$ cat config.mk
export PLATFORM = sky130hd
export DESIGN_NAME = ifu_fetch_ctrl
export DESIGN_NICKNAME = d
export VERILOG_FILES = /design/src/rtl/ifu_fetch_ctrl_pkg.sv /design/src/rtl/ifu_fetch_ctrl.sv
export SDC_FILE = /design/constraint.sdc
export NUM_CORES = 1
export LEC_CHECK = 0
export ABC_AREA = 0
export CORE_MARGIN = 2
export CORE_UTILIZATION = 35
export CTS_CLUSTER_SIZE = 25
export DETAILED_ROUTE_END_ITERATION = 7
export PLACE_DENSITY = 0.66
export SYNTH_ARGS = -nofsm -noshare
export SYNTH_HDL_FRONTEND = slang
export SYNTH_SLANG_ARGS = --single-unit
$ cat constraint.sdc
create_clock -name clk -period 2.3 [get_ports clk]
set_input_delay 0.46 -clock clk [delete_from_list [all_inputs] [get_ports clk]]
set_output_delay 0.46 -clock clk [all_outputs]
set_load 0.005 [all_outputs]
$ cat src/rtl/ifu_fetch_ctrl_pkg.sv
// Shared types and constants for the instruction-fetch controller.
package ifu_fetch_ctrl_pkg;

   typedef enum logic [1:0] {
      ST_IDLE = 2'd0,
      ST_REQ  = 2'd1,
      ST_WAIT = 2'd2,
      ST_OUT  = 2'd3
   } fetch_state_t;

   // Instruction presented downstream whenever the fetch faulted (addi x0,x0,0).
   localparam logic [31:0] INST_NOP         = 32'h0000_0013;
   localparam logic [31:0] RESET_PC_DEFAULT = 32'h8000_0000;

endpackage

$ cat src/rtl/ifu_fetch_ctrl.sv
// Instruction-fetch controller: owns the PC, issues one imem read per
// instruction, hands the result downstream and honours redirects at any time.
module ifu_fetch_ctrl
   import ifu_fetch_ctrl_pkg::*;
#(
   parameter logic [31:0] RESET_PC = RESET_PC_DEFAULT,
   parameter int          TIMEOUT  = 255
) (
   input  logic        clk,
   input  logic        rst,
   input  logic        exu_pc_valid,
   input  logic [31:0] exu_pc_next,
   input  logic        flush_valid,
   input  logic [31:0] flush_pc,
   output logic        imem_req_valid,
   input  logic        imem_req_ready,
   output logic [31:0] imem_req_addr,
   input  logic        imem_rsp_valid,
   input  logic [31:0] imem_rsp_data,
   input  logic        imem_rsp_err,
   output logic        out_valid,
   input  logic        out_ready,
   output logic [31:0] out_inst,
   output logic [31:0] out_pc,
   output logic        out_fault,
   output logic        busy
);

   localparam int                CNT_W    = $clog2(TIMEOUT + 1);
   // The counter reads TIMEOUT-1 on the last WAIT cycle before faulting.
   localparam logic [CNT_W-1:0]  TMO_LAST = CNT_W'(TIMEOUT - 1);

   fetch_state_t     state_reg, state_next;
   logic [31:0]      pc_reg, pc_next;
   logic             drop_reg, drop_next;
   logic [CNT_W-1:0] tmo_cnt_reg, tmo_cnt_next;
   logic [31:0]      out_inst_reg, out_inst_next;
   logic [31:0]      out_pc_reg, out_pc_next;
   logic             out_fault_reg, out_fault_next;

   logic             misaligned;
   assign misaligned = (pc_reg[1:0] != 2'b00);

   // State register: all architectural state advances together.
   always_ff @(posedge clk) begin
      if (rst) begin
         state_reg     <= ST_REQ;
         pc_reg        <= RESET_PC;
         drop_reg      <= 1'b0;
         tmo_cnt_reg   <= '0;
         out_inst_reg  <= '0;
         out_pc_reg    <= '0;
         out_fault_reg <= 1'b0;
      end else begin
         state_reg     <= state_next;
         pc_reg        <= pc_next;
         drop_reg      <= drop_next;
         tmo_cnt_reg   <= tmo_cnt_next;
         out_inst_reg  <= out_inst_next;
         out_pc_reg    <= out_pc_next;
         out_fault_reg <= out_fault_next;
      end
   end

   // Next-state logic; a flush overrides every other transition.
   always_comb begin
      state_next     = state_reg;
      pc_next        = pc_reg;
      drop_next      = drop_reg;
      tmo_cnt_next   = tmo_cnt_reg;
      out_inst_next  = out_inst_reg;
      out_pc_next    = out_pc_reg;
      out_fault_next = out_fault_reg;

      case (state_reg)
         ST_IDLE: begin
            if (exu_pc_valid) begin
               pc_next    = exu_pc_next;
               state_next = ST_REQ;
            end
         end
         ST_REQ: begin
            if (misaligned) begin
               // No bus request for an unaligned PC; report it as a faulted fetch.
               out_inst_next  = INST_NOP;
               out_pc_next    = pc_reg;
               out_fault_next = 1'b1;
               state_next     = ST_OUT;
            end else if (imem_req_ready) begin
               tmo_cnt_next = '0;
               state_next   = ST_WAIT;
            end
         end
         ST_WAIT: begin
            tmo_cnt_next = tmo_cnt_reg + CNT_W'(1);
            if (imem_rsp_valid) begin
               if (drop_reg) begin
                  // Response belongs to a fetch killed by an earlier flush.
                  drop_next  = 1'b0;
                  state_next = ST_REQ;
               end else begin
                  out_inst_next  = imem_rsp_err ? INST_NOP : imem_rsp_data;
                  out_pc_next    = pc_reg;
                  out_fault_next = imem_rsp_err;
                  state_next     = ST_OUT;
               end
            end else if (tmo_cnt_reg == TMO_LAST) begin
               out_inst_next  = INST_NOP;
               out_pc_next    = pc_reg;
               out_fault_next = 1'b1;
               drop_next      = 1'b0;
               state_next     = ST_OUT;
            end
         end
         ST_OUT: begin
            if (out_ready) begin
               state_next = ST_IDLE;
            end
         end
         default: state_next = ST_REQ;
      endcase

      if (flush_valid) begin
         pc_next = flush_pc;
         case (state_reg)
            ST_REQ: begin
               if (!misaligned && imem_req_ready) begin
                  // The old request was accepted this cycle; its response must be dropped.
                  tmo_cnt_next = '0;
                  drop_next    = 1'b1;
                  state_next   = ST_WAIT;
               end else begin
                  state_next = ST_REQ;
               end
            end
            ST_WAIT: begin
               if (imem_rsp_valid) begin
                  drop_next  = 1'b0;
                  state_next = ST_REQ;
               end else begin
                  drop_next  = 1'b1;
                  state_next = ST_WAIT;
               end
            end
            default: begin
               // IDLE or OUT: a concurrent out_ready handshake does not count.
               state_next = ST_REQ;
            end
         endcase
      end
   end

   // Output decode from the current state.
   always_comb begin
      imem_req_valid = !rst && (state_reg == ST_REQ) && !misaligned;
      imem_req_addr  = pc_reg;
      out_valid      = (state_reg == ST_OUT);
      busy           = (state_reg != ST_IDLE);
      out_inst       = out_inst_reg;
      out_pc         = out_pc_reg;
      out_fault      = out_fault_reg;
   end

endmodule

==> results of run 1 <==
## placed cells by master (no fill, tap or decap), types with 7 or more instances in the layout
cell type	n
nand3_1	36
mux2i_1	33
buf_4	16
a211oi_1	31
a21oi_1	75
nor3_1	7
nand2_1	42
nor2_1	39
dfxtp_1	107
clkbuf_16	9
clkdlybuf4s50_1	200
o21ai_1	51
o21ai_0	20
## cell usage after synthesis, types with 2 or more instances
cell type / count
inv_1: 5
a22oi_1: 2
clkbuf_2: 8
buf_4: 6
nor2b_1: 4
ha_1: 6
o21a_1: 3
nand2b_1: 4
o21ai_1: 51
clkbuf_1: 15
mux2i_1: 33
nor2_1: 39
dfxtp_1: 108
nand3_1: 36
o21ai_0: 20
a21oi_1: 75
nand2_1: 42
nand4_1: 2
nor3_1: 8
a211oi_1: 31
buf_6: 10
buf_2: 6
buf_1: 3
a21o_1: 4
## per-layer routing
layer	track usage (%)	part of all wire [%]	wire length, µm	up-vias
met5	0	0	0	-
met4	8.28	2.7	402	0
met3	3.07	3.6	541	27
met2	34.7	50	7470	99
met1	23.7	44	6500	2223
li1	-	-	-	2318
## timing repair
item	4_1_cts	5_1_grt
cloned	0	1
pin swaps	0	1
endpoints found under the setup margin	15	15
gates resized for setup	6	0
## cells by family after synthesis
| group | synth area share, % |
|---|---|
| compound gates | 24.7 |
| fa+ha+maj | 1.58 |
| buf+inv | 6.61 |
| flops | 45.5 |
| mux | 7.19 |
| simple gates | 14.4 |
## layout make-up
| type | instances | area share, % |
|---|---|---|
| multi-input combinational | 383 | 32.2 |
| timing repair buffer | 221 | 30.6 |
| sequential | 108 | 30.2 |
| clock buffer | 12 | 3.30 |
| tap | 176 | 3.07 |
| clock inverter | 4 | 0.366 |
| inverter | 5 | 0.262 |
## power by group
group,leakage [nW],switching [W],internal (W)
Sequential,0.883,0.000138,0.00207
Clock,0.127,0.000684,0.000735
Combinational,1.56,0.000963,0.000884
Total,2.57,0.00178,0.00369
## critical path: stages (launching register included)
cell	delay, ns
dfxtp_1	0.44
inv_2	0.11
ha_1	0.25
inv_1	0.10
clkdlybuf4s50_1	0.53
## worst min-delay path by stage
stage / start / endpoint / slack (ns) / cells past startpoint
floorplan: tmo_cnt_reg[7]$_SDFF_PP0_ / tmo_cnt_reg[7]$_SDFF_PP0_ / 0.46 / 2
global placement: out_inst[21]$_SDFFE_PP0P_ / out_inst[21]$_SDFFE_PP0P_ / 0.46 / 2
detailed placement: out_inst[27]$_SDFFE_PP0P_ / out_inst[27]$_SDFFE_PP0P_ / 0.46 / 2
CTS: out_inst[27]$_SDFFE_PP0P_ / out_inst[27]$_SDFFE_PP0P_ / 0.47 / 2
global route: out_inst[20]$_SDFFE_PP0P_ / out_inst[20]$_SDFFE_PP0P_ / 0.49 / 2
finish: out_inst[27]$_SDFFE_PP0P_ / out_inst[27]$_SDFFE_PP0P_ / 0.47 / 2
## per-stage QoR
step / instances / cell area, µm²
after floorplan: 543 / 4750
after CTS: 908 / 7160
after detailed placement: 892 / 6880
final: 909 / 7170
after global placement: 892 / 6880
after global routing: 909 / 7170
==> results.txt, run 1 <==
- Portion of synthesized cell area occupied by the leading cell type: 45.5%
- In this run the standard cell core region covers 13200 µm².
- The via count of the first global-routing pass came to 4585.
* Vias post-DR: 4667
- The first global-routing pass estimated 23100 µm of wire.
- Number of antenna diodes: 0
- TritonCTS built the clock tree.
- Number of cell instances on the worst register-to-register path: 6
* Synth async-reset ratio: 0%
- After detailed routing, the number of vias per cell comes to 5.13.
- Cells with a size suffix above 1 make up 6.82% of the layout.
* Setup TNS: 0 ns
* Maximum root-to-sink buffer count: 2
* Router iterations before antenna repair: 4
* Total wire length after detailed routing: 14900 µm
* Mapped Area: 4750 µm²
* Worst relative slew slack: 27.2%
- Max-cap check violation count: 0
- Count of fill cells added during filler insertion: 1239
- Clock latency on the worst-skew pair, taken at its later pin, is 0.35 ns.
- Transition time at the pin with the least slew margin: 1.09 ns
- The die is 120 µm wide.
- Number of antenna violations at the first check in global routing: 0
- After synthesis, the cell types taking the most area are dfxtp_1, a21oi_1, mux2i_1, o21ai_1, a211oi_1.
- The worst register-to-register path has a setup slack of 0.16 ns.
- Between clock sinks in the finished design, the worst skew comes to 0.00858 ns.
* Number of hold-repair buffers added at the cts stage: 0
* EDFF count, synth: 0
* Worst EP arrival: 1.77 ns
- Total power draw: 0.00548 W
* Final critical-path required period: 2.23 ns
- CTS Root Cell: clkbuf_16
- CP startpoint kind: flip-flop
- Clock-pin slew was measured on the worst setup and hold paths at 0.07 ns.
* Finished Core Util: 54.2%
- Launch instance of the worst register-to-register path: state_reg[1]$_SDFFE_PP0P_
- Average detailed-routed wire length per instance: 16.4 µm
- Endpoint class of the critical path: output port
- Final Wtd Congestion: 0.818
- Leakage power of the design: 2.57 nW
- After detailed routing, the number of remaining DRC violations is 0.
* Number of endpoints with negative hold slack in the final report: 0
- The area growth from synthesis to layout is 51.0%.
* Initial core utilization: 35.9%
- Number of H-tree levels: 3
- Remaining antenna violation count: 0
- Of the synthesized area, sequential elements account for 45.5%.
* Final setup violating endpoints: 0
* Mean instance size in the synthesized netlist: 8.75 µm²
- Input and output buffers added on the ports amount to 203.
- Standard-cell row count: 42
* Synth cell types: 46
- The most used flip-flop cell after synthesis is dfxtp_1.
- CP Data Required Time: 1.84 ns
- The multi-input combinational cells in the finished layout cover a total of 2310 µm².
* Largest net degree at the start of global routing: 103
- The die covers 14500 µm².
* Peak VDD IR: 0.000527 V
- Warnings, synthesis: 0
* Setup repair after global routing missed its margin: false
* Register area: 2160 µm²
- Based on the critical path, the design can be clocked at up to 449 MHz.
- Die span in y: 120 µm
- Crit Path Max Fanout: 5
- Counting flops and latches in the post-synthesis netlist gives 108.
- Buffers inserted during clock tree synthesis total 9.
- Overall routing resource usage: 19.7%
* Synth area leader: dfxtp_1
- Post-CTS setup buffer count: 0
- The run finished with clean final reports.
- The most critical setup path has its startpoint at state_reg[1]$_SDFFE_PP0P_.
* Detailed placer's ending HPWL: 10400 µm
- The detailed router finished its first iteration with 317 violations.
- Capture instance of the worst register-to-register path: out_pc[5]$_SDFFE_PP0P_
- CP Class: flip-flop to output port
- Post-synthesis cell count: 543
- For this design the ratio of total power to cell area is 763 nW/µm².
* Min-delay worst type: flip-flop to flip-flop
- Layout Nets: 838
* Number of top-level design ports: 204
* Slack of the critical path: 0.0711 ns
* Critical path destination: busy
* Leftover overflow at the end of global routing: 0
- Worst slack on hold paths: 0.472 ns
- At the placement stage, the worst setup path has a slack of -0.0389 ns.
- The max-slew violation count came to 0.
* Period utilisation layout: 96.9%
- The number of nets handed over by synthesis was 653.
- Clock tree sinks: 108
(Power assumes the default switching activity.)
==> run 2, diff against run 1 <==
--- a/config.mk
+++ b/config.mk
@@ -6,11 +6,14 @@
 export NUM_CORES = 1
 export LEC_CHECK = 0
 export ABC_AREA = 0
+export CAP_MARGIN = 20
 export CORE_MARGIN = 2
 export CORE_UTILIZATION = 35
 export CTS_CLUSTER_SIZE = 25
 export DETAILED_ROUTE_END_ITERATION = 7
+export MAX_ROUTING_LAYER = met4
 export PLACE_DENSITY = 0.66
+export SLEW_MARGIN = 20
 export SYNTH_ARGS = -nofsm -noshare
 export SYNTH_HDL_FRONTEND = slang
 export SYNTH_SLANG_ARGS = --single-unit
==> run 2 against run 1 <==
Final area unchanged. Non-clock buffer count unchanged. Via count increased by 0.47%. Maximum frequency about the same. Critical endpoint unchanged. Clock-buffer cell count unchanged. First-iteration DRC count decreased by 8.8%. Sequential power about the same. Combinational power about the same.
==> results.txt, run 2 (synthesis results as in run 1) <==
* Status: completed
- Number of top-level design ports: 204 (unchanged)
- The signal arrival time at the worst endpoint was 1.77 ns (about the same).
* TritonCTS clock tree: yes
- The clock transition at the registers of the reported paths was 0.07 ns (about the same).
- First-pass GRT wire length: 23100 µm (-0.18%)
* Min-delay worst type: flip-flop to flip-flop
- Maximum root-to-sink buffer count: 2 (unchanged)
- Total wire length after detailed routing: 14800 µm (-0.52%)
- Die span in y: 120 µm (unchanged)
- The number of DRC violations after detailed-routing iteration 0 came to 289 (-8.8%).
- The effective utilization at floorplan came to 35.9% (unchanged).
* Clock tree sinks: 108 (unchanged)
* Number of H-tree levels: 3 (unchanged)
* Transition time at the pin with the least slew margin: 1.09 ns (-0.00234 ns)
* Final Wtd Congestion: 0.831 (+1.5%)
- Num CTS Buffers: 9 (unchanged)
- Setup repair after global routing missed its margin: false
- The worst clock skew came to 0.00754 ns (-0.00104 ns).
* CP Data Required Time: 1.84 ns (about the same)
* Number of antenna violations at the first check in global routing: 0 (unchanged)
- The final standard cell utilization of the core was 54.2% (unchanged).
- The relative slew slack came to 27.4% (+0.16 points).
* Most common library cell in the layout ignoring fill and taps: clkdlybuf4s50_1
- CP Class: flip-flop to output port
- The number of vias in the routed layout is 4689 (+0.47%).
- The area added between synthesis and finish came to 51.0% (unchanged).
* Peak VDD IR: 0.000527 V (about the same)
- CTS Root Cell: clkbuf_16
- Final critical-path required period: 2.23 ns (-0.00165 ns)
- Final-report max-slew violation count: 0 (unchanged)
- Max-cap check violation count: 0 (unchanged)
- The total setup violations reported at the end of the flow came to 0 (unchanged).
* DRC errors left: 0 (unchanged)
- The final net count was 838 (unchanged).
- The all-layer global routing usage came to 20.2% (+0.50 points).
* DIE AREA: 14500 µm² (unchanged)
* Endpoint class of the critical path: output port
* Number of standard cells in the final layout excluding fillers: 909 (unchanged)
- The maximum clock frequency was 449 MHz (about the same).
* Number of endpoints with negative hold slack in the final report: 0 (unchanged)
- Largest net degree at the start of global routing: 103 (unchanged)
- Top library cells by usage in the layout, fill and taps aside: clkdlybuf4s50_1, dfxtp_1, a21oi_1
- Crit Path Max Fanout: 5 (unchanged)
- Detailed placer's ending HPWL: 10400 µm (unchanged)
* CP startpoint kind: flip-flop
* Number of antenna diodes: 0 (unchanged)
- Worst slack on hold paths: 0.473 ns (+0.000844 ns)
* Average detailed-routed wire length per instance: 16.3 µm (-0.52%)
- Core footprint: 13200 µm² (unchanged)
- Skew-Pair Late Insertion Delay: 0.35 ns (about the same)
- Standard-cell row count: 42 (unchanged)
* Remaining antenna violation count: 0 (unchanged)
* Router iterations before antenna repair: 6 (+2)
- The detail-routed via count per cell is 5.16 (+0.47%).
- Post-CTS setup buffer count: 0 (unchanged)
- The leakage dissipation is 2.57 nW (unchanged).
- The via count of the first global-routing pass was 4584 (-0.022%).
- The number of instances in the placed design was 892 (unchanged).
- Count of input and output buffers: 203 (unchanged)
- Leftover overflow at the end of global routing: 0 (unchanged)
* Share of post-route cells with drive strength above 1: 6.82% (unchanged)
* Period utilisation layout: 96.8% (about the same)
- Width of the chip: 120 µm (unchanged)
- Power density of the placed cells: 762 nW/µm² (-0.17%)
[run 2: path summary, 6_finish.rpt]
kind,start,end,slack [ns],cells past startpoint
setup / recovery,state_reg[1]$_SDFFE_PP0P_,busy,0.07,4
hold / removal,out_inst[27]$_SDFFE_PP0P_,out_inst[27]$_SDFFE_PP0P_,0.47,2
setup reg to reg,state_reg[1]$_SDFFE_PP0P_,out_pc[27]$_SDFFE_PP0P_,0.17,6
hold reg to reg,out_inst[27]$_SDFFE_PP0P_,out_inst[27]$_SDFFE_PP0P_,0.47,2
[run 2: through the flow]
stage | TNS [ns] | area [µm²] | worst slack, ns | total power, W
2_1_floorplan | 0 | 4750 | 0.510 | 0.00326
3_3_place_gp | 0 | 6880 | 0.0842 | 0.00398
3_5_place_dp | -0.251 | 6880 | -0.0389 | 0.00403
4_1_cts | 0 | 7160 | 0.0876 | 0.00545
5_1_grt | 0 | 7170 | 0.0216 | 0.00576
6_report | 0 | 7170 | 0.0727 | 0.00547
[run 2: cell type report]
| class | instances | area [µm²] |
|---|---|---|
| Fill cell | 1239 | 6070 |
| Clock inverter | 4 | 26.3 |
| Timing Repair Buffer | 221 | 2200 |
| Inverter | 5 | 18.8 |
| Clock buffer | 12 | 236 |
| Tap cell | 176 | 220 |
| Sequential cell | 108 | 2160 |
| Multi-Input combinational cell | 383 | 2310 |
[run 2: routing by layer]
layer | wire (µm) | vias to the layer above | global-route usage, %
met3 | 579 | 30 | 2.88
met1 | 6340 | 2225 | 23.7
met2 | 7480 | 117 | 34.5
met4 | 431 | 0 | 8.50
met5 | 0 | - | -
li1 | - | 2317 | -
[run 2: timing repair]
action | in CTS | in global routing
hold buffers | 0 | 0
setup endpoints to repair | 15 | 16
pin swaps | 0 | 1
cloned | 0 | 1
resized for setup | 6 | 0
[run 2: power breakdown]
group	internal, W	switching [W]
logic	0.000884	0.000959
clock network	0.000735	0.000678
registers	0.00207	0.000137
[run 2: critical path, stage by stage, from the launching register on]
cell and delay, ns:
dfxtp_1 0.43, inv_2 0.11, ha_1 0.25, inv_1 0.10, clkdlybuf4s50_1 0.53
